[src/rtl/lzw_pkg.sv]
// rtl/lzw_pkg.sv - shared constants, dictionary field layout and FSM state type for the LZW decoder
package lzw_pkg;

    localparam int DICT_AW    = 14;
    localparam int DICT_DW    = 23;
    localparam int VALID_BIT  = 22;
    localparam int PREFIX_MSB = 21;
    localparam int PREFIX_LSB = 8;
    localparam int BYTE_MSB   = 7;
    localparam int BYTE_LSB   = 0;
    localparam int LIT_LIMIT  = 256;

    typedef enum logic [1:0] {
        ST_IDLE,
        ST_LOOKUP,
        ST_CAPTURE,
        ST_DRAIN
    } lzw_state_t;

    function automatic logic is_literal(input logic [31:0] code);
        return code < 32'(LIT_LIMIT);
    endfunction

endpackage

[src/rtl/lzw_byte_lifo.sv]
// rtl/lzw_byte_lifo.sv - byte stack with dual push (b lands on top of a), single pop and flush
module lzw_byte_lifo #(
    parameter int DEPTH = 32,
    localparam int AW = (DEPTH > 1) ? $clog2(DEPTH) : 1,
    localparam int CW = $clog2(DEPTH + 1)
) (
    input  logic          clk,
    input  logic          rst_n,
    input  logic          flush,
    input  logic          push_a,
    input  logic [7:0]    data_a,
    input  logic          push_b,
    input  logic [7:0]    data_b,
    input  logic          pop,
    output logic [7:0]    top_data,
    output logic [CW-1:0] depth,
    output logic          empty
);

    logic [7:0]    mem [DEPTH];
    logic [AW-1:0] idx_a;
    logic [AW-1:0] idx_b;
    logic [AW-1:0] idx_top;

    // The caller guarantees pushes never exceed DEPTH, so indices are never out of range when written.
    assign idx_a   = AW'(depth);
    assign idx_b   = AW'(depth + CW'(push_a));
    assign idx_top = AW'(depth - CW'(1));

    assign top_data = mem[idx_top];
    assign empty    = (depth == '0);

    always_ff @(posedge clk) begin
        if (!flush) begin
            if (push_a) begin
                mem[idx_a] <= data_a;
            end
            if (push_b) begin
                mem[idx_b] <= data_b;
            end
        end
    end

    always_ff @(posedge clk or negedge rst_n) begin
        if (!rst_n) begin
            depth <= '0;
        end else if (flush) begin
            depth <= '0;
        end else begin
            depth <= depth + CW'(push_a) + CW'(push_b) - CW'(pop);
        end
    end

endmodule

[src/rtl/lzw_decode_seq.sv]
// rtl/lzw_decode_seq.sv - walks LZW dictionary chains for each code and emits the recovered bytes in order
module lzw_decode_seq #(
    parameter int STACK_DEPTH = 32,
    parameter int DICT_AW     = lzw_pkg::DICT_AW
) (
    input  logic                       I_sys_clk,
    input  logic                       I_sys_rst_n,
    input  logic                       I_state_clr,
    input  logic [DICT_AW-1:0]         I_code,
    input  logic                       I_code_valid,
    output logic                       O_code_ready,
    output logic                       O_dict_rd_en,
    output logic [DICT_AW-1:0]         O_dict_rd_addr,
    input  logic [lzw_pkg::DICT_DW-1:0] I_dict_rd_data,
    output logic [7:0]                 O_payload_data,
    output logic                       O_payload_data_en,
    input  logic                       I_payload_ready,
    output logic                       O_busy,
    output logic                       O_err_invalid,
    output logic                       O_err_overflow,
    output logic [31:0]                O_byte_cnt
);

    import lzw_pkg::*;

    localparam int CW = $clog2(STACK_DEPTH + 1);

    lzw_state_t         state_q;
    lzw_state_t         state_d;
    logic [DICT_AW-1:0] addr_q;
    logic [DICT_AW-1:0] addr_d;
    logic               rdy_arm_q;
    logic               err_inv_q;
    logic               err_ovf_q;
    logic [31:0]        cnt_q;

    logic               push_a;
    logic               push_b;
    logic [7:0]         data_a;
    logic [7:0]         data_b;
    logic               pop;
    logic               flush;
    logic               set_inv;
    logic               set_ovf;
    logic [7:0]         top_data;
    logic [CW-1:0]      depth;
    logic               empty;

    logic               rd_valid;
    logic [PREFIX_MSB-PREFIX_LSB:0] rd_prefix;
    logic [7:0]         rd_byte;
    logic               prefix_lit;
    logic [CW:0]        fill;
    logic               accept;
    logic               fire;

    assign rd_valid   = I_dict_rd_data[VALID_BIT];
    assign rd_prefix  = I_dict_rd_data[PREFIX_MSB:PREFIX_LSB];
    assign rd_byte    = I_dict_rd_data[BYTE_MSB:BYTE_LSB];
    assign prefix_lit = is_literal(32'(rd_prefix));
    // Depth the stack would reach if this capture's pushes were taken.
    assign fill       = {1'b0, depth} + (prefix_lit ? (CW+1)'(2) : (CW+1)'(1));

    // Ready stays low until the first clock after reset release.
    assign O_code_ready      = (state_q == ST_IDLE) && rdy_arm_q;
    assign accept            = I_code_valid && O_code_ready;
    assign O_payload_data_en = (state_q == ST_DRAIN) && !empty;
    assign O_payload_data    = O_payload_data_en ? top_data : 8'h00;
    assign fire              = O_payload_data_en && I_payload_ready;
    assign O_dict_rd_en      = (state_q == ST_LOOKUP);
    assign O_dict_rd_addr    = addr_q;
    assign O_busy            = (state_q != ST_IDLE);
    assign O_err_invalid     = err_inv_q;
    assign O_err_overflow    = err_ovf_q;
    assign O_byte_cnt        = cnt_q;

    always_comb begin
        state_d = state_q;
        addr_d  = addr_q;
        push_a  = 1'b0;
        push_b  = 1'b0;
        data_a  = 8'h00;
        data_b  = 8'h00;
        pop     = 1'b0;
        flush   = 1'b0;
        set_inv = 1'b0;
        set_ovf = 1'b0;
        unique case (state_q)
            ST_IDLE: begin
                if (accept) begin
                    if (is_literal(32'(I_code))) begin
                        push_a  = 1'b1;
                        data_a  = I_code[7:0];
                        state_d = ST_DRAIN;
                    end else begin
                        addr_d  = I_code;
                        state_d = ST_LOOKUP;
                    end
                end
            end
            ST_LOOKUP: begin
                state_d = ST_CAPTURE;
            end
            ST_CAPTURE: begin
                if (!rd_valid) begin
                    set_inv = 1'b1;
                    flush   = 1'b1;
                    state_d = ST_IDLE;
                end else if (fill > (CW+1)'(STACK_DEPTH)) begin
                    set_ovf = 1'b1;
                    flush   = 1'b1;
                    state_d = ST_IDLE;
                end else begin
                    // Suffix goes down first so the prefix byte ends up on top and pops first.
                    push_a = 1'b1;
                    data_a = rd_byte;
                    if (prefix_lit) begin
                        push_b  = 1'b1;
                        data_b  = rd_prefix[7:0];
                        state_d = ST_DRAIN;
                    end else begin
                        addr_d  = DICT_AW'(rd_prefix);
                        state_d = ST_LOOKUP;
                    end
                end
            end
            ST_DRAIN: begin
                if (fire) begin
                    pop = 1'b1;
                    if (depth == CW'(1)) begin
                        state_d = ST_IDLE;
                    end
                end else if (empty) begin
                    state_d = ST_IDLE;
                end
            end
            default: begin
                state_d = ST_IDLE;
            end
        endcase
    end

    always_ff @(posedge I_sys_clk or negedge I_sys_rst_n) begin
        if (!I_sys_rst_n) begin
            state_q   <= ST_IDLE;
            addr_q    <= '0;
            rdy_arm_q <= 1'b0;
            err_inv_q <= 1'b0;
            err_ovf_q <= 1'b0;
            cnt_q     <= '0;
        end else begin
            state_q   <= state_d;
            addr_q    <= addr_d;
            rdy_arm_q <= 1'b1;
            err_inv_q <= set_inv | (err_inv_q & ~I_state_clr);
            err_ovf_q <= set_ovf | (err_ovf_q & ~I_state_clr);
            cnt_q     <= I_state_clr ? 32'(fire) : cnt_q + 32'(fire);
        end
    end

    lzw_byte_lifo #(
        .DEPTH (STACK_DEPTH)
    ) u_lifo (
        .clk      (I_sys_clk),
        .rst_n    (I_sys_rst_n),
        .flush    (flush),
        .push_a   (push_a),
        .data_a   (data_a),
        .push_b   (push_b),
        .data_b   (data_b),
        .pop      (pop),
        .top_data (top_data),
        .depth    (depth),
        .empty    (empty)
    );

endmodule
[config.mk]
export PLATFORM = sky130hd
export DESIGN_NAME = lzw_decode_seq
export DESIGN_NICKNAME = d
export VERILOG_FILES = /design/src/rtl/lzw_pkg.sv /design/src/rtl/lzw_byte_lifo.sv /design/src/rtl/lzw_decode_seq.sv
export SDC_FILE = /design/constraint.sdc
export NUM_CORES = 1
export LEC_CHECK = 0
export CAP_MARGIN = 20
export CELL_PAD_IN_SITES_DETAIL_PLACEMENT = 1
export CELL_PAD_IN_SITES_GLOBAL_PLACEMENT = 1
export CORE_UTILIZATION = 25
export CTS_BUF_LIST = sky130_fd_sc_hd__clkbuf_16
export CTS_CLUSTER_SIZE = 40
export DETAILED_ROUTE_END_ITERATION = 6
export HOLD_SLACK_MARGIN = 0.06
export PLACE_DENSITY_LB_ADDON = 0.1
export SLEW_MARGIN = 20
export SYNTH_ARGS = -nofsm -noshare
export SYNTH_HDL_FRONTEND = slang
export SYNTH_SLANG_ARGS = --single-unit
export TNS_END_PERCENT = 10
[constraint.sdc]
create_clock -name I_sys_clk -period 9.5 [get_ports I_sys_clk]
set_clock_uncertainty 0.1 [all_clocks]
set_input_delay 1.9 -clock I_sys_clk [delete_from_list [all_inputs] [get_ports I_sys_clk]]
set_output_delay 1.9 -clock I_sys_clk [all_outputs]
set_load 0.005 [all_outputs]
Word level (Yosys, flattened, before mapping)
Memories as Yosys holds them, arrays and structs flattened.
Index checks and enable logic that the tools add are counted.
- register bits: 57
- bits in writable memories: 256
- output and inout bits: 60
- logic and storage cells: 96
- memories: 1
- memory list (name ; words ; bits a word ; rd ports ; clocked after Yosys merged registers in ; write ports ; RTL line ; source):
    u_lifo.mem ; 32 ; 8 ; 1 ; 0 ; 2 ; lzw_byte_lifo.sv:20 ; logic [7:0] mem [DEPTH];
- add/sub/neg operators: 6
- order comparisons: 3
- eq/ne operators: 11
- muxes and demuxes: 52
- bitwise logic cells: 5
- reduce and logical (&&, ||, !) cells: 11
- operator list (operator ; count):
    8-bit two-way mux ; 9
    14-bit two-way mux ; 5
    32-bit by 1-bit adder with 32-bit output ; 1
    32-bit two-way mux ; 1
    14-bit by 9-bit < comparator with 1-bit output, second input constant ; 2
    14-bit one-hot mux with 2 select lines ; 1
    1-bit two-way mux ; 23
    2-bit two-way mux ; 9
    8-bit one-hot mux with 2 select lines ; 1
    6-bit by 1-bit adder with 6-bit output ; 2
    2-bit != test, second input constant ; 5
    2-bit one-hot mux with 4 select lines ; 1
    6-bit by 2-bit adder with 7-bit output ; 1
    7-bit by 6-bit > comparator with 1-bit output, second input constant ; 1
    6-bit by 1-bit == test with 1-bit output, second input constant ; 1
    6-bit zero test ; 1
    6-bit two-way mux ; 1
    6-bit AND reduction ; 1
    6-bit by 1-bit subtractor with 6-bit output ; 1
    5-bit by 1-bit subtractor with 5-bit output, second input constant ; 1
    2-bit == test, second input constant ; 2
    1-bit logical AND ; 4
    2-bit nonzero test ; 2
    3-bit by 2-bit != test with 1-bit output, second input constant ; 1
    9 further kinds ; 11

Depth between registers and ports, before layout
Gate-level depths: netlist of the first run.
- depth in word-level cells: 11
- mapped depth: 22

Hierarchy
A second synthesis of the first run with hierarchy kept.
- cell total of the unflattened synthesis: 1301
- area, all modules: 17634.4 um^2
- by module, submodules not included (module ; instances ; cells each ; area an instance (um^2) ; seq. area each (um^2)):
    lzw_byte_lifo ; 1 ; 911 ; 14262.4 ; 7837.5
    lzw_decode_seq ; 1 ; 390 ; 3372.0 ; 1276.2

Worst setup path after synthesis of the first run
No wires, ideal clock.
- kind: input -> register
- start: input port I_dict_rd_data[17] (netlist name)
- end: memory u_lifo.mem[25][0], enable pin
- setup time: 398 ps
- arrival time: 6946 ps
- slack: 2056 ps
- stages on the path: 16
- path buffers: 1
- path through: nor2_1 -> and3_1 -> clkbuf_1 -> clkinv_1 -> ha_1 -> fa_1 -> or3_1 -> a311oi_4 -> o21ai_1 -> a21oi_1 -> ha_1 -> nand3_1 -> xnor2_1 -> and2_0 -> o21ai_0 -> o41ai_1
- RTL lines (element ; RTL line ; source):
    start, declared ; lzw_decode_seq.sv:14 ; input logic [lzw_pkg::DICT_DW-1:0] I_dict_rd_data,
    end, declared ; lzw_byte_lifo.sv:20 ;

==> reports/results.tsv, run 1 <==
stage	metric	value	unit
outcome	status	finished, final reports clean	
pwr	combinational share of power	40.4	%
drt	Post-Route WL	66.8	mm
synthesis	post-synthesis mux area share	21.4	%
floorplanning	Chip Width	262	um
floorplanning	row cnt	95	
drt	Via density	5.06	
timing	Final WS setup	1.23	ns
drt	Detailed Routing Iterations Pass 1	7	
worst_setup_path	worst reg2reg startpoint	u_lifo.depth[0]	
global_routing	vias in the first global route	12500	
flow_run	total of max-cap violations	0	
worst_setup_path	most used cell, CP	ha_1	
timing	Slew HR	32.3	%
pwr	Max IR drop VDD	0.249	mV
cells_and_area	Nets	1482	
synthesis	Syn Inst Count	1331	
drt	DRC	0	
place	Final GP Congestion	0.803	
floorplanning	I/O pin total	102	
synthesis	post-synth top area share	45.4	%
cells_and_area	ant diodes	0	
floorplanning	core box area	67000	sq um
synthesis	Synth Area in Adders	1.20	%
place	hpwl dp	44.5	mm
global_routing	global routing met1 resource utilization	25.0	%
pwr	Sw Share	37.7	%
timing	Max Transition Viols Final	0	
cts	Root Driver	clkbuf_16	
cells_and_area	share of cells above drive strength 1	21.8	%
drt	post-route ant nets	0	
synthesis	net count after synthesis	1388	
cts	Post-CTS Setup Inserts	0	
global_routing	antenna violations before repair	4	
worst_setup_path	Max stage delay cell, worst path	xnor2_1	
cts	# clock sinks	313	
timing	fin crit period	8.27	ns
timing	Worst Tran Pin Value	1.01	ns
synthesis	Primary FF master, synth	edfxtp_1	
synthesis	yosys warns	0	
floorplanning	die area	68800	sq um
cells_and_area	fillers	7288	
cells_and_area	final std cells w/o fill	2328	
pwr	Sw Pwr	1.94	mW
global_routing	global-route met3 utilization	2.35	%
synthesis	Synth Area in Simple Gates	9.79	%
cells_and_area	Area Overhead vs Synth	20.0	%
synthesis	XOR/XNOR Fraction of Synth Area	2.17	%
synthesis	ranking of synthesized cells by area	edfxtp_1, mux4_2, dfrtp_1	
worst_setup_path	max incr delay on CP	0.69	ns
timing	setup tns final	0	ns
synthesis	sequential area share after synthesis	53.8	%
timing	RSZ-0062 raised after global routing	false	
worst_setup_path	CP Launch Type	primary input	
floorplanning	die height	262	um
synthesis	Synth area leader	edfxtp_1	
cts	Clock Tree Buf Depth	3	
cts	hold buffer count at CTS	0	
pwr	Internal Power	3.22	mW
synthesis	synthesized flop and latch total	313	
global_routing	largest net degree at the start of global routing	58	
drt	via count	11800	
synthesis	Synth Area in Compound Gates	8.60	%
worst_setup_path	WS Path Type	primary input to flop	
cts	CTS buffer count	40	
timing	fin crit share	87.0	%
floorplanning	Initial Utilization	25.3	%
min_path	Worst Hold Launch	O_err_invalid	
global_routing	Tot GR Track Use	19.4	%
pwr	Clock Power Share	27.6	%
pwr	P_leak	7.50	nW
global_routing	met2 usage	34.5	%
global_routing	global routing's busiest layer	met2	
synthesis	Post-synth EDFFs	256	
worst_setup_path	Critical Path AT	8.38	ns
worst_setup_path	crit path capture type	flop	
global_routing	first-pass GRT wire length	95.8	mm
cts	Clock transition at path regs	0.06	ns
cts	CTS tree	built	
cts	H-tree levels	2	
timing	final setup fails	0	
timing	hold_ws	0.439	ns
pwr	pwr dens	254	nW/um^2
synthesis	Netlist cell types	70	
synthesis	Synth Area per Inst	12.7	sq um
synthesis	ys async rst share	18.2	%
drt	1st-iter DRT viols	687	
place	Place WS	0.846	ns
place	port bufs	101	
timing	Fmax	0.121	GHz
cts	# resized after CTS	0	
cts	worst skew pair latency	0.56	ns
pwr	sequential power share	32.1	%
place	placed insts	2256	
synthesis	Mapped Area	16900	sq um
worst_setup_path	critical path cell sequence	clkdlybuf4s50_1, nor2_1, and3_1, clkinv_1, ha_1, fa_1, or3_1, a311oi_4, o21ai_1, buf_4, a21oi_1, ha_1, nand3_1, xnor2_1, ha_1, nand2_1, nor3_1, nor3b_2, buf_4, o21a_1	
worst_setup_path	Worst Path Required	9.61	ns
worst_setup_path	worst-path fanout max	12	
synthesis	largest family of logic cells by synthesized area	multiplexers	
worst_setup_path	Worst Setup SP	I_dict_rd_data[18]	
min_path	Hold Crit Class	flop to flop	
global_routing	GR Overflow Total	0	
drt	drt wl/cell	28.7	um
timing	Hold Vio Cnt, Final	0	
[worst paths after layout]
check	end	slack, ns	cells past startpoint
max	u_lifo.mem[21][3]	1.23	20
min	O_err_invalid	0.44	2
max reg2reg	u_lifo.mem[21][3]	3.46	16
min reg2reg	O_err_invalid	0.44	2
max in group asynchronous	u_lifo.depth[0]	7.24	2
min in group asynchronous	rdy_arm_q	1.39	2
[registers in the layout, summed over array words and instances, names as in the netlist]
name	flops
state_q	2
u_lifo.mem	256
O_dict_rd_addr	14
O_byte_cnt	32
u_lifo.depth	6
rdy_arm_q	1
O_err_overflow	1
O_err_invalid	1
[cell type report]
class	instances	area, sq um	share of cell area (%)
Tap cell	873	1090	5.38
Sequential cell	313	9120	44.9
Timing Repair Buffer	161	1450	7.14
Clock inverter	31	156	0.770
Clock buffer	41	1030	5.05
Multi-Input combinational cell	893	7420	36.5
Inverter	16	60.1	0.296
[layout by cell type, fill, tap and decap left out, types with 15 or more instances in the layout]
cell             Yosys  final
mux2i_1             70     70
a31oi_1             15     15
edfxtp_1           256    256
xnor2_1             19     17
nand3_1             23     23
nand2_1            102    102
buf_4                1     60
nor2_1             158    158
clkbuf_16            0     41
mux2_1              17     17
mux2_2              83     83
inv_1               14     25
mux4_2              80     80
xor2_1              21     21
dfrtp_1             57     56
a21oi_1            116    115
clkdlybuf4s50_1      0     99
[Yosys cell counts, types with 4 or more instances]
cell type / instances
edfxtp_1: 256
nor2_1: 158
a21oi_1: 116
nand2_1: 102
mux2_2: 83
mux4_2: 80
clkbuf_1: 78
mux2i_1: 70
dfrtp_1: 57
buf_2: 23
nand3_1: 23
xor2_1: 21
xnor2_1: 19
mux2_1: 17
a31oi_1: 15
a22o_1: 14
inv_1: 14
nor3_1: 14
ha_1: 13
a21o_1: 10
a22oi_1: 10
o21ai_0: 9
and3_1: 8
o21ai_1: 8
a211oi_1: 7
buf_1: 7
nand4_1: 7
and2_1: 6
and4_1: 6
nand3_2: 6
nor2b_1: 6
o211ai_2: 5
nor4_1: 4
o211ai_1: 4
or3_1: 4
[cell families (layout without fill, tap and decap cells)]
kind of cell / after synthesis / after routing
XOR/XNOR: 41 / 41
other: 1 / 1
AND/OR/NAND/NOR: 364 / 364
flip-flops: 313 / 313
AO/OA/AOI/OAI: 222 / 222
multiplexers: 250 / 250
buffers and inverters: 125 / 249
adder cells (fa/ha/maj): 15 / 15
[per-stage QoR]
| step | power [mW] | utilization, % | area [sq um] |
|---|---|---|---|
| after floorplan | 2.85 | - | 16900 |
| after global placement | 3.77 | 28.5 | 19100 |
| after detailed placement | 3.77 | 28.5 | 19100 |
| after CTS | 5.22 | 30.3 | 20300 |
| after global routing | 5.37 | 30.3 | 20300 |
| final | 5.16 | 30.3 | 20300 |
[per-layer routing]
layer | wire [um] | part of all wire, %
met1 | 29400 | 44
met2 | 34000 | 51
met3 | 2090 | 3.1
met4 | 1260 | 1.9
met5 | 8 | 0.012
[power by group through the flow]
stage	logic [mW]	clock network (mW)	registers, mW
finish	2.08	1.42	1.66
global route	2.19	1.51	1.67
CTS	2.10	1.47	1.66
detailed placement	2.09	0	1.68
global placement	2.09	0	1.68
floorplan	1.23	0	1.62
[critical path: cells and delay by family]
| kind | cells | cell delay (ns) |
|---|---|---|
| xor+xnor | 1 | 0.69 |
| fa+ha+maj | 4 | 1.38 |
| compound gates | 4 | 1.19 |
| simple gates | 7 | 1.83 |
| buf+inv | 4 | 1.36 |
No activity file was read; power rests on OpenSTA's default activity.
==> inputs of run 2 (changes only) <==
- DONT_BUFFER_PORTS: unset -> 1
- RECOVER_POWER: unset -> 100
==> reports/results.tsv, run 2 (synthesis results as in run 1) <==
stage	metric	value	unit	change
outcome	status	finished, violations left		
outcome	violated checks	capacitance limit, slew limit		
cells_and_area	final std cells w/o fill	2212		-5.0%
timing	Max Transition Viols Final	67		+67
drt	drt wl/cell	29.9	um	+4.2%
min_path	Worst Hold Launch	O_err_invalid		
pwr	P_leak	6.99	nW	-6.9%
pwr	Max IR drop VDD	0.151	mV	-39%
worst_setup_path	Worst Path Required	9.64	ns	+0.03 ns
timing	fin crit period	8.42	ns	+0.153 ns
timing	Fmax	0.119	GHz	-1.8%
pwr	pwr dens	265	nW/um^2	+4.3%
cells_and_area	Area Overhead vs Synth	12.5	%	
global_routing	largest net degree at the start of global routing	58		unchanged
cells_and_area	most common cell after layout, fill and taps aside	edfxtp_1		
worst_setup_path	crit path capture type	flop		
global_routing	antenna violations before repair	8		+4
cts	H-tree levels	2		unchanged
cells_and_area	Largest Register	u_lifo.mem		
floorplanning	core box area	67000	sq um	unchanged
cells_and_area	ant diodes	0		unchanged
global_routing	GR Overflow Total	0		unchanged
min_path	WHS Endpoint	O_err_invalid		
worst_setup_path	reg2reg path depth	16		unchanged
timing	final setup fails	0		unchanged
min_path	Hold Crit Class	flop to flop		
place	placed insts	2142		-5.1%
floorplanning	die area	68800	sq um	unchanged
worst_setup_path	CP Launch Type	primary input		
cts	hold buffer count at CTS	0		unchanged
drt	Post-Route WL	66.1	mm	-0.98%
place	Place WS	0.968	ns	+0.121 ns
cells_and_area	commonest non-fill, non-tap cells in the layout	edfxtp_1, nor2_1, a21oi_1		
timing	RSZ-0062 raised after global routing	false		
cts	Root Driver	clkbuf_16		
worst_setup_path	worst reg2reg startpoint	u_lifo.depth[0]		
cells_and_area	number of flip-flops in the largest register	256		unchanged
drt	post-route ant nets	0		unchanged
drt	via count	11400		-3.6%
global_routing	Tot GR Track Use	19.2	%	-0.19 points
place	port bufs	0		-100%
timing	setup tns final	0	ns	unchanged
cells_and_area	Seq. cell area	9110	sq um	about the same
cts	# resized after CTS	0		unchanged
worst_setup_path	WS Path Type	primary input to flop		
cts	Clock transition at path regs	0.06	ns	about the same
timing	Hold Vio Cnt, Final	0		unchanged
cells_and_area	Nets	1368		-7.7%
pwr	overall power	5.05	mW	-2.2%
cts	# clock sinks	313		unchanged
place	hpwl dp	43.9	mm	-1.2%
flow_run	total of max-cap violations	7		+7
cts	worst skew pair latency	0.57	ns	about the same
cells_and_area	fillers	7318		+0.41%
drt	Detailed Routing Iterations Pass 1	7		unchanged
worst_setup_path	worst-path fanout max	16		+4
min_path	WHS Path Cells	2		unchanged
worst_setup_path	reg-to-reg endpoint	u_lifo.mem[22][4]		
place	Final GP Congestion	0.802		-0.15%
timing	Slew HR	-99.8	%	-130 points
timing	fin crit share	88.7	%	+1.6 points
cells_and_area	Multi-input gate area	7280	sq um	-1.9%
global_routing	vias in the first global route	11900		-4.9%
drt	Via density	5.14		+1.5%
worst_setup_path	Worst Setup SP	I_dict_rd_data[19]		
floorplanning	die height	262	um	unchanged
cts	Clock Tree Buf Depth	3		unchanged
floorplanning	Initial Utilization	25.3	%	unchanged
timing	Worst Tran Pin Value	2.97	ns	+1.95 ns
floorplanning	Chip Width	262	um	unchanged
floorplanning	I/O pin total	102		unchanged
cells_and_area	share of cells above drive strength 1	19.9	%	-1.9 points
cts	CTS tree	built		
drt	1st-iter DRT viols	717		+4.4%
worst_setup_path	Critical Path AT	8.56	ns	+0.18 ns
cts	CTS buffer count	40		unchanged
timing	Final WS setup	1.08	ns	-0.153 ns
drt	DRC	0		unchanged
global_routing	first-pass GRT wire length	93.6	mm	-2.3%
cts	Post-CTS Setup Inserts	0		unchanged
worst_setup_path	internal reg-to-reg setup slack	1.99	ns	-1.47 ns
floorplanning	row cnt	95		unchanged
[run 2: cell count changes in the layout (fill, tap and decap cells not counted), sizes merged]
cell           delta
buf              -33
clkbuf           +20
clkdlybuf4s50    -99
clkinvlp          -2
inv               -2
[run 2: report_power, final]
group / switching [mW] / internal (mW)
Combinational: 1.17 / 0.757
Clock: 0.621 / 0.836
Sequential: 0.106 / 1.56
[run 2: through the flow]
stage	instance area [sq um]	utilization (%)	hold slack, ns
after detailed placement	18000	26.9	0.458
after global routing	19000	28.4	0.488
after CTS	19200	28.7	0.465
after floorplan	16900	-	0.425
final	19000	28.4	0.459
after global placement	18000	26.9	0.448
[run 2: cell type report]
| type | instances | area share (%) |
|---|---|---|
| clock buffer | 43 | 5.65 |
| multi-input combinational | 893 | 38.2 |
| clock inverter | 27 | 0.723 |
| timing repair buffer | 47 | 1.50 |
| sequential | 313 | 47.9 |
| inverter | 16 | 0.315 |
| tap | 873 | 5.74 |
[run 2: per-layer routing]
layer | vias to the layer above | routed length (um) | GRT usage, %
met3 | 99 | 2660 | 3.06
li1 | 5002 | - | -
met2 | 281 | 32100 | 32.2
met1 | 5978 | 29100 | 25.1
met4 | 6 | 2200 | 6.60
met5 | - | 41 | 0
[run 2: critical path: stages]
cell      delay, ns
nor2_1         0.09
and3_1         0.44
clkinv_1       0.29
ha_1           0.29
fa_1           0.41
or3_1          0.42
a311oi_4       0.45
o21ai_0        0.15
clkbuf_1       0.33
a21oi_1        0.23
clkbuf_1       0.26
ha_1           0.32
nand3_1        0.12
xnor2_1        0.61
ha_1           0.34
nand2_1        0.15
nor3_1         1.51
a21oi_1        0.22
[run 2: how the worst max path moves through the flow]
stage	to	slack [ns]	cells after the start
floorplan	u_lifo.mem[25][0]	2.06	16
global placement	u_lifo.mem[20][3]	1.21	19
detailed placement	u_lifo.mem[20][3]	0.97	19
CTS	u_lifo.mem[20][3]	1.55	19
global route	u_lifo.mem[22][0]	0.50	18
finish	u_lifo.mem[22][4]	1.08	18
==> inputs of run 3 (changes only) <==
- GPL_ROUTABILITY_DRIVEN: unset -> 0
- SLEW_MARGIN: 20 -> 30
==> reports/results.tsv, run 3 (synthesis results as in run 1) <==
stage	metric	value	unit	change
cells_and_area	number of flip-flops in the largest register	256		unchanged
timing	Hold Vio Cnt, Final	0		unchanged
timing	fin crit share	88.3	%	-0.40 points
pwr	Clock Power Share	28.3	%	-0.6 points
worst_setup_path	worst-path fanout max	17		+1
pwr	sequential power share	33.3	%	+0.3 points
pwr	Internal Power	3.12	mW	-1.1%
global_routing	first-pass GRT wire length	93.8	mm	+0.24%
floorplanning	core box area	67000	sq um	unchanged
timing	Final WS setup	1.12	ns	+0.0379 ns
cts	Clock Tree Buf Depth	3		unchanged
cells_and_area	Largest Register	u_lifo.mem		
worst_setup_path	max incr delay on CP	0.89	ns	-0.62 ns
cts	Clock transition at path regs	0.06	ns	about the same
place	placed insts	2142		unchanged
pwr	overall power	5.01	mW	-0.83%
cts	worst skew pair latency	0.56	ns	about the same
cells_and_area	final std cells w/o fill	2211		-0.045%
pwr	Max IR drop VDD	0.150	mV	-0.74%
global_routing	Tot GR Track Use	19.2	%	about the same
floorplanning	Initial Utilization	25.3	%	unchanged
pwr	Sw Share	37.7	%	+0.18 points
cts	# clock sinks	313		unchanged
worst_setup_path	critical path cell sequence	nor2_1, and3_1, clkinv_1, ha_1, fa_1, or3_1, a311oi_1, o21ai_0, buf_4, a21oi_1, buf_4, ha_1, nand3_1, xnor2_1, ha_1, nand2_1, nor2_1, clkbuf_1, a31o_1		
place	Place WS	0.882	ns	-0.0850 ns
cts	hold buffer count at CTS	0		unchanged
pwr	combinational share of power	38.4	%	+0.2 points
timing	final setup fails	0		unchanged
timing	RSZ-0062 raised after global routing	false		
drt	via count	11300		-0.87%
timing	setup tns final	0	ns	unchanged
worst_setup_path	CP bufs+invs	4		+1
place	hpwl dp	44.0	mm	about the same
drt	drt wl/cell	30.0	um	+0.35%
outcome	violated checks	capacitance limit, slew limit		
timing	Max Transition Viols Final	46		-31%
timing	Fmax	0.119	GHz	+0.45%
worst_setup_path	Largest delay share family, worst path	compound AO/OA/AOI/OAI gates		
cts	CTS tree	built		
floorplanning	I/O pin total	102		unchanged
floorplanning	Chip Width	262	um	unchanged
cts	Post-CTS Setup Inserts	0		unchanged
drt	Post-Route WL	66.3	mm	+0.30%
cts	# resized after CTS	0		unchanged
worst_setup_path	CP Launch Type	primary input		
floorplanning	die height	262	um	unchanged
timing	Worst Tran Pin Value	2.96	ns	-0.00373 ns
pwr	P_leak	6.98	nW	-0.15%
pwr	Sw Pwr	1.89	mW	-0.34%
worst_setup_path	Max stage delay cell, worst path	a311oi_1		
cells_and_area	most common cell after layout, fill and taps aside	edfxtp_1		
worst_setup_path	Worst Path Required	9.60	ns	-0.04 ns
drt	post-route ant nets	0		unchanged
drt	Detailed Routing Iterations Pass 1	5		-2
outcome	status	finished, violations left		
cells_and_area	share of cells above drive strength 1	20.5	%	+0.63 points
cells_and_area	commonest non-fill, non-tap cells in the layout	edfxtp_1, nor2_1, a21oi_1		
worst_setup_path	Critical Path AT	8.48	ns	-0.08 ns
drt	1st-iter DRT viols	815		+14%
drt	Via density	5.10		-0.83%
worst_setup_path	WS Path Type	primary input to flop		
global_routing	vias in the first global route	11900		-0.059%
cts	Root Driver	clkbuf_16		
place	port bufs	0		unchanged
worst_setup_path	most used cell, CP	ha_1		
floorplanning	die area	68800	sq um	unchanged
cells_and_area	Area Overhead vs Synth	12.4	%	about the same
global_routing	antenna violations before repair	6		-2
worst_setup_path	crit path capture type	flop		
timing	fin crit period	8.38	ns	-0.0379 ns
cts	H-tree levels	2		unchanged
drt	DRC	0		unchanged
global_routing	GR Overflow Total	0		unchanged
pwr	pwr dens	263	nW/um^2	-0.74%
cts	CTS buffer count	39		-2.5%
global_routing	largest net degree at the start of global routing	58		unchanged
min_path	Hold Crit Class	flop to flop		
floorplanning	row cnt	95		unchanged
cells_and_area	Nets	1367		-0.073%
timing	Slew HR	-99.5	%	+0.25 points
flow_run	total of max-cap violations	4		-3
## run 3: cell types whose count changed in the layout (fill, tap and decap cells not counted), sizes merged
cell,before,now
buf,29,34
clkbuf,61,54
clkinv,19,21
diode,0,1
inv,23,21
## run 3: final timing paths
kind	startpoint	to	slack, ns	cells after the start
setup / recovery	I_dict_rd_data[19]	u_lifo.mem[23][5]	1.12	19
hold / removal	O_err_invalid	O_err_invalid	0.46	2
setup reg to reg	u_lifo.depth[0]	u_lifo.mem[23][5]	2.09	17
hold reg to reg	O_err_invalid	O_err_invalid	0.46	2
max in group asynchronous	I_sys_rst_n	O_byte_cnt[17]	8.21	0
min in group asynchronous	I_sys_rst_n	O_dict_rd_addr[2]	0.94	0
## run 3: metal layers
layer	track usage (%)	share of wire (%)	routed length [um]	vias up
met4	5.56	2.5	1660	4
met2	32.7	49	32600	238
met5	0	0.051	34	-
met1	25.3	45	29600	5938
li1	-	-	-	5005
met3	2.82	3.6	2380	82
## run 3: power by group through the flow
stage                     Clock, mW  Combinational [mW]  Sequential [mW]
after floorplan                   0                1.23             1.62
after global placement            0                1.93             1.70
after detailed placement          0                1.94             1.70
after CTS                      1.45                1.95             1.67
after global routing           1.50                2.03             1.68
final                          1.42                1.92             1.67
## run 3: layout make-up
| cell class | count | area [sq um] |
|---|---|---|
| flip-flops and latches | 313 | 9110 |
| repair buffers | 47 | 305 |
| clock inverters | 27 | 140 |
| diodes | 1 | 2.50 |
| fillers | 7321 | 48000 |
| clock buffers | 41 | 1030 |
| multi-input cells | 893 | 7290 |
| inverters | 16 | 60.1 |
| well taps | 873 | 1090 |
## run 3: through the flow
stage,instance area [sq um],hold WS [ns],utilization [%]
finish,19000,0.460,28.4
global route,19000,0.488,28.4
CTS,19200,0.465,28.7
detailed placement,18100,0.458,26.9
global placement,18000,0.448,26.9
floorplan,16900,0.425,-
## run 3: worst min-delay path: cells and delay by family, from the launching register on
family	cells	cell delay (ns)
DFF	1	0.39
buffers and inverters	1	0.06
AOI/OAI and AO/OA	1	0.07
==> RTL edit 1 (flow settings as in run 1) <==
`DICT_AW`: 14 -> 15.
--- a/src/rtl/lzw_pkg.sv
+++ b/src/rtl/lzw_pkg.sv
@@ -3,3 +3,3 @@
 
-    localparam int DICT_AW    = 14;
+    localparam int DICT_AW    = 15;
     localparam int DICT_DW    = 23;
Interface: changed (resized I_code and O_dict_rd_addr); port bits go from 102 to 104. No check against the original RTL was run, so the function may have changed too.
==> RTL edit 1 against run 1 <==
Area after synthesis is 1.6% higher; design area is 1.0% higher; first-iteration DRC count up 4.4%; wire length fell by 3.9%; largest power group unchanged; power decreased by 1.9%; largest cell class unchanged; critical path depth is 4 lower; non-clock buffer count decreased by 13; setup slack better by 0.67 ns; sequential cell count is 1 higher.
==> RTL edit 1: results (changes against run 1) <==
Synth
  – Post-synth top cells: edfxtp_1 (256), nor2_1 (169), mux2_2 (123) (was edfxtp_1 (256), nor2_1 (158), a21oi_1 (116))
  – Synth Flop Type: edfxtp_1 (unchanged)
  – Number of enable flip-flop cells after synthesis: 256 (unchanged)
  – Seq/Total Area, Yosys: 0.531 (was 0.538)
  – Yosys warnings: 0 (unchanged)
  – Top cells by area, synth: edfxtp_1 (45%), mux4_2 (10%), dfrtp_1 (8.4%) (was edfxtp_1 (45%), mux4_2 (11%), dfrtp_1 (8.4%))
  – Yosys cell types: 75 (was 70)
  – Ys async rst share: 0.185 (was 0.182)

Outcome
  – Outcome: finished clean (unchanged)

Pwr
  – Leakage: 7.40 nW (was 7.50 nW)
  – Worst VDD drop: 0.000105 V (was 0.000249 V)
  – Switching Share: 0.364 (was 0.377)

Global route
  – Largest net degree at the start of global routing: 59 (was 58)
  – GRT Util Overall: 0.184 (was 0.194)
  – First-pass GRT wire length: 92.5 mm (was 95.8 mm)
  – Initial antenna violation count: 4 (unchanged)

CTS
  – Cts repair resizes: 0 (unchanged)
  – Clk buf depth: 3 (unchanged)
  – Cts bufs inserted: 41 (was 40)
  – Clock Latency Late Sink: 0.57 ns
  – H-tree levels: 2 (unchanged)
  – Post-CTS setup buffer count: 0 (unchanged)
  – Clock transition at path regs: 0.06 ns (about the same)
  – CTS Root Cell: clkbuf_16 (unchanged)

Critical path
  – R2r setup slk: 3.58 ns (was 3.46 ns)
  – CP max FO: 15 (was 12)
  – Reg-to-reg endpoint: u_lifo.mem[15][7]$_DFFE_PP_ (was u_lifo.mem[21][3]$_DFFE_PP_)
  – Worst setup startpoint: I_dict_rd_data[18] (unchanged)
  – Arr. time, crit path: 7.83 ns (was 8.38 ns)
  – R2R depth: 12 (was 16)
  – Critical R2R Launch: u_lifo.depth[0]$_DFF_PN0_ (unchanged)

Route
  – Final WL: 64.2 mm (was 66.8 mm)
  – DR pass1 iterations: 4 (was 7)
  – Via count: 11.6k (was 11.8k)
  – DRT iter0 DRCs: 717 (was 687)

Placement
  – Detailed placer's ending HPWL: 43.3 mm (was 44.5 mm)
  – Pre-CTS setup slack: 1.33 ns (was 0.846 ns)
  – PortBufs: 103 (was 101)
  – GPL Wtd Cong: 0.796 (was 0.803)

Min path
  – HP Start: O_dict_rd_addr[14]$_DFFE_PN0P_ (was O_err_invalid$_DFF_PN0_)
  – Hold-critical path depth: 2 (unchanged)
  – Type of the worst min-delay path: reg2reg (unchanged)
  – WHS Endpoint: O_dict_rd_addr[14]$_DFFE_PN0P_ (was O_err_invalid$_DFF_PN0_)

STA
  – Hold slack: 0.405 ns (was 0.439 ns)
  – Max_slew headroom: 0.214 (was 0.323)

Final layout
  – Max FFs per register: 256 (unchanged)
  – N_diodes: 0 (unchanged)
  – Share of post-route cells with drive strength above 1: 0.255 (was 0.218)
  – Largest Register: u_lifo.mem (unchanged)
  – NumNets Final: 1447 (was 1482)
-- RTL edit 1: cell type report --
type                            instances  area (um2)
Fill cell                            7155       47100
Inverter                               22        82.6
Tap cell                              873        1090
Clock inverter                         34         228
Clock buffer                           42        1050
Timing Repair Buffer                  148        1360
Sequential cell                       314        9140
Multi-Input combinational cell        862        7570
-- RTL edit 1: metal layers --
layer	vias to the layer above	part of all wire	track usage
met3	66	0.031	0.0219
li1	5124	-	-
met2	186	0.48	0.307
met5	-	0	0
met4	0	0.021	0.0486
met1	6174	0.47	0.252
-- RTL edit 1: cell families (layout without fill, tap and decap cells) --
| group | count (synthesis) | after routing | synth area share |
|---|---|---|---|
| xor+xnor | 40 | 40 | 0.0204 |
| compound gates | 187 | 187 | 0.0705 |
| other cells | 1 | 1 | 0.000218 |
| fa+ha+maj | 15 | 15 | 0.0118 |
| buf+inv | 129 | 246 | 0.0326 |
| mux | 277 | 277 | 0.229 |
| flops | 314 | 314 | 0.531 |
| simple gates | 342 | 342 | 0.105 |
-- RTL edit 1: worst max path at each step --
stage / to / slack [ns] / cells after the start
6_report: u_lifo.mem[15][7]$_DFFE_PP_ / 1.90 / 16
5_1_grt: u_lifo.mem[10][0]$_DFFE_PP_ / 1.59 / 16
4_1_cts: u_lifo.mem[10][4]$_DFFE_PP_ / 1.95 / 16
3_5_place_dp: u_lifo.mem[10][4]$_DFFE_PP_ / 1.33 / 16
3_3_place_gp: u_lifo.mem[10][4]$_DFFE_PP_ / 1.51 / 16
2_1_floorplan: u_lifo.mem[28][0]$_DFFE_PP_ / 2.76 / 19
-- RTL edit 1: critical path: stages --
cell and delay (ns):
clkdlybuf4s50_1 0.42, nor2_1 0.12, and3_1 0.42, inv_1 0.24, ha_1 0.27, fa_1 0.49, and2_1 0.21, a21o_1 0.24
a211o_2 0.42, nand2_4 0.17, nor2_1 0.06, ha_1 0.59, nand3_1 0.20, nor3_2 0.91, o2111ai_2 0.69, mux2_2 0.46
-- RTL edit 1: power groups by stage --
stage	clock, W	combinational, W	sequential, W
2_1_floorplan	0	0.00121	0.00162
3_3_place_gp	0	0.00192	0.00170
3_5_place_dp	0	0.00193	0.00170
4_1_cts	0.00155	0.00193	0.00167
5_1_grt	0.00160	0.00202	0.00168
6_report	0.00151	0.00189	0.00167
-- RTL edit 1: stage by stage --
stage	cell area, um2	cells
floorplan	17200	1305
CTS	20500	2295
finish	20500	2295
global route	20500	2295
detailed placement	19200	2219
global placement	19200	2218
==> RTL edit 2 (settings of run 1) <==
Made on the original files. Re-encode `lzw_state_t` (4 states) as one-hot, 4 bits wide.
--- a/src/rtl/lzw_pkg.sv
+++ b/src/rtl/lzw_pkg.sv
@@ -12,7 +12,7 @@
 
-    typedef enum logic [1:0] {
-        ST_IDLE,
-        ST_LOOKUP,
-        ST_CAPTURE,
-        ST_DRAIN
+    typedef enum logic [3:0] {
+        ST_IDLE    = 4'b0001,
+        ST_LOOKUP  = 4'b0010,
+        ST_CAPTURE = 4'b0100,
+        ST_DRAIN   = 4'b1000
     } lzw_state_t;
Behaviour: no difference found for any inputs over 4 cycles, from zero or initial values and one cycle with I_sys_rst_n low; so few cycles prove little.
==> RTL edit 2 against run 1 <==
Synthesized cell count fell by 6.6%; wire length fell by 6.1%; power fell by 7.1%; area after synthesis rose by 2.5%; final cell count fell by 1.2%; maximum frequency rose by 6.6%; largest power group unchanged; setup slack improved by 0.51 ns; utilization rose by 0.28 points; critical path type unchanged; via count fell by 4.1%; sequential cell count rose by 2; register-to-register slack improved by 0.36 ns; count of clock-buffer cells in the layout rose by 1; design area rose by 3.2%.
==> RTL edit 2: results (changes against run 1) <==
Pwr
  – Reg power frac: 0.332 (was 0.321)
  – Clk pwr share: 0.319 (was 0.276)
  – Switching power total: 0.00177 W (was 0.00194 W)
  – Switching Share: 0.369 (was 0.377)
  – Worst VDD drop: 0.000138 V (was 0.000249 V)
  – Leakage: 7.70 nW (was 7.50 nW)

Outcome
  – Outcome: finished clean (unchanged)

Placement
  – Placed inst area: 0.0197 mm2 (was 0.0191 mm2)
  – Detailed placer's ending HPWL: 41.6 mm (was 44.5 mm)
  – Dpl cells: 2224 (was 2256)
  – GPL Wtd Cong: 0.751 (was 0.803)
  – Pre-CTS setup slack: 1.04 ns (was 0.846 ns)

Global route
  – GRT Util Overall: 0.180 (was 0.194)
  – Initial antenna violation count: 1 (was 4)
  – First-pass GRT wire length: 91.6 mm (was 95.8 mm)
  – Largest net degree at the start of global routing: 76 (was 58)
  – Vias in the first global route: 12.2k (was 12.5k)

Critical path
  – R2R depth: 12 (was 16)
  – R2r setup slk: 3.82 ns (was 3.46 ns)
  – CP max FO: 13 (was 12)
  – Arr. time, crit path: 7.83 ns (was 8.38 ns)
  – CP Capture Point: u_lifo.mem[18][0]$_DFFE_PP_ (was u_lifo.mem[21][3]$_DFFE_PP_)
  – Critical-path top delay cell: o21ai_1 (was xnor2_1)
  – CP peak stage delay: 0.72 ns (was 0.69 ns)

Min path
  – WHS Endpoint: O_err_invalid$_DFF_PN0_ (unchanged)
  – Hold-critical path depth: 1 (was 2)

Final layout
  – Final Instance Area: 0.0210 mm2 (was 0.0203 mm2)
  – NumNets Final: 1395 (was 1482)
  – Post-Layout Cell Count: 2301 (was 2328)
  – Max FFs per register: 256 (unchanged)
  – FILL cells: 7211 (was 7288)
  – Share of post-route cells with drive strength above 1: 0.337 (was 0.218)

Synth
  – Ys async rst share: 0.187 (was 0.182)
  – Top cells by area, synth: edfxtp_1 (44%), mux2_2 (13%), dfrtp_1 (8.4%) (was edfxtp_1 (45%), mux4_2 (11%), dfrtp_1 (8.4%))
  – Seq/Total Area, Yosys: 0.528 (was 0.538)
  – Yosys cell types: 63 (was 70)
  – Post-synth top cells: edfxtp_1 (256), mux2_2 (204), clkbuf_1 (77), mux2i_1 (77), mux4_2 (64) (was edfxtp_1 (256), nor2_1 (158), a21oi_1 (116))
  – Syn_area_per_cell: 14.0 um2 (was 12.7 um2)
  – Syn Nets: 1301 (was 1388)

STA
  – Max_slew headroom: 0.298 (was 0.323)
  – Hold slack: 0.390 ns (was 0.439 ns)
  – Final min period: 7.76 ns (was 8.27 ns)

CTS
  – Cts bufs inserted: 42 (was 40)
  – Post-CTS setup buffer count: 0 (unchanged)

Route
  – DRT iter0 DRCs: 699 (was 687)
  – Final WL: 62.7 mm (was 66.8 mm)
  – Via count: 11.3k (was 11.8k)
## RTL edit 2: routing by layer
layer / vias up / share of wire / GRT usage
li1: 5081 / - / -
met1: 6039 / 0.46 / 0.239
met2: 134 / 0.50 / 0.309
met3: 57 / 0.022 / 0.0206
met4: 0 / 0.018 / 0.0458
met5: - / 0 / 0
## RTL edit 2: area by class of cell
cell class | instances | share of cell area
Tap cell | 931 | 0.0555
Timing Repair Buffer | 167 | 0.0717
Antenna cell | 1 | 0.000119
Multi-Input combinational cell | 789 | 0.369
Sequential cell | 315 | 0.437
Inverter | 22 | 0.00394
Clock inverter | 34 | 0.0122
Clock buffer | 42 | 0.0501
## RTL edit 2: kinds of logic after synthesis
logic type / Yosys count / share of synthesized area
mux: 345 / 0.260
flops: 315 / 0.528
simple gates: 267 / 0.0923
buf+inv: 139 / 0.0324
compound gates: 120 / 0.0546
xor+xnor: 40 / 0.0202
fa+ha+maj: 16 / 0.0124
other cells: 1 / 0.000216
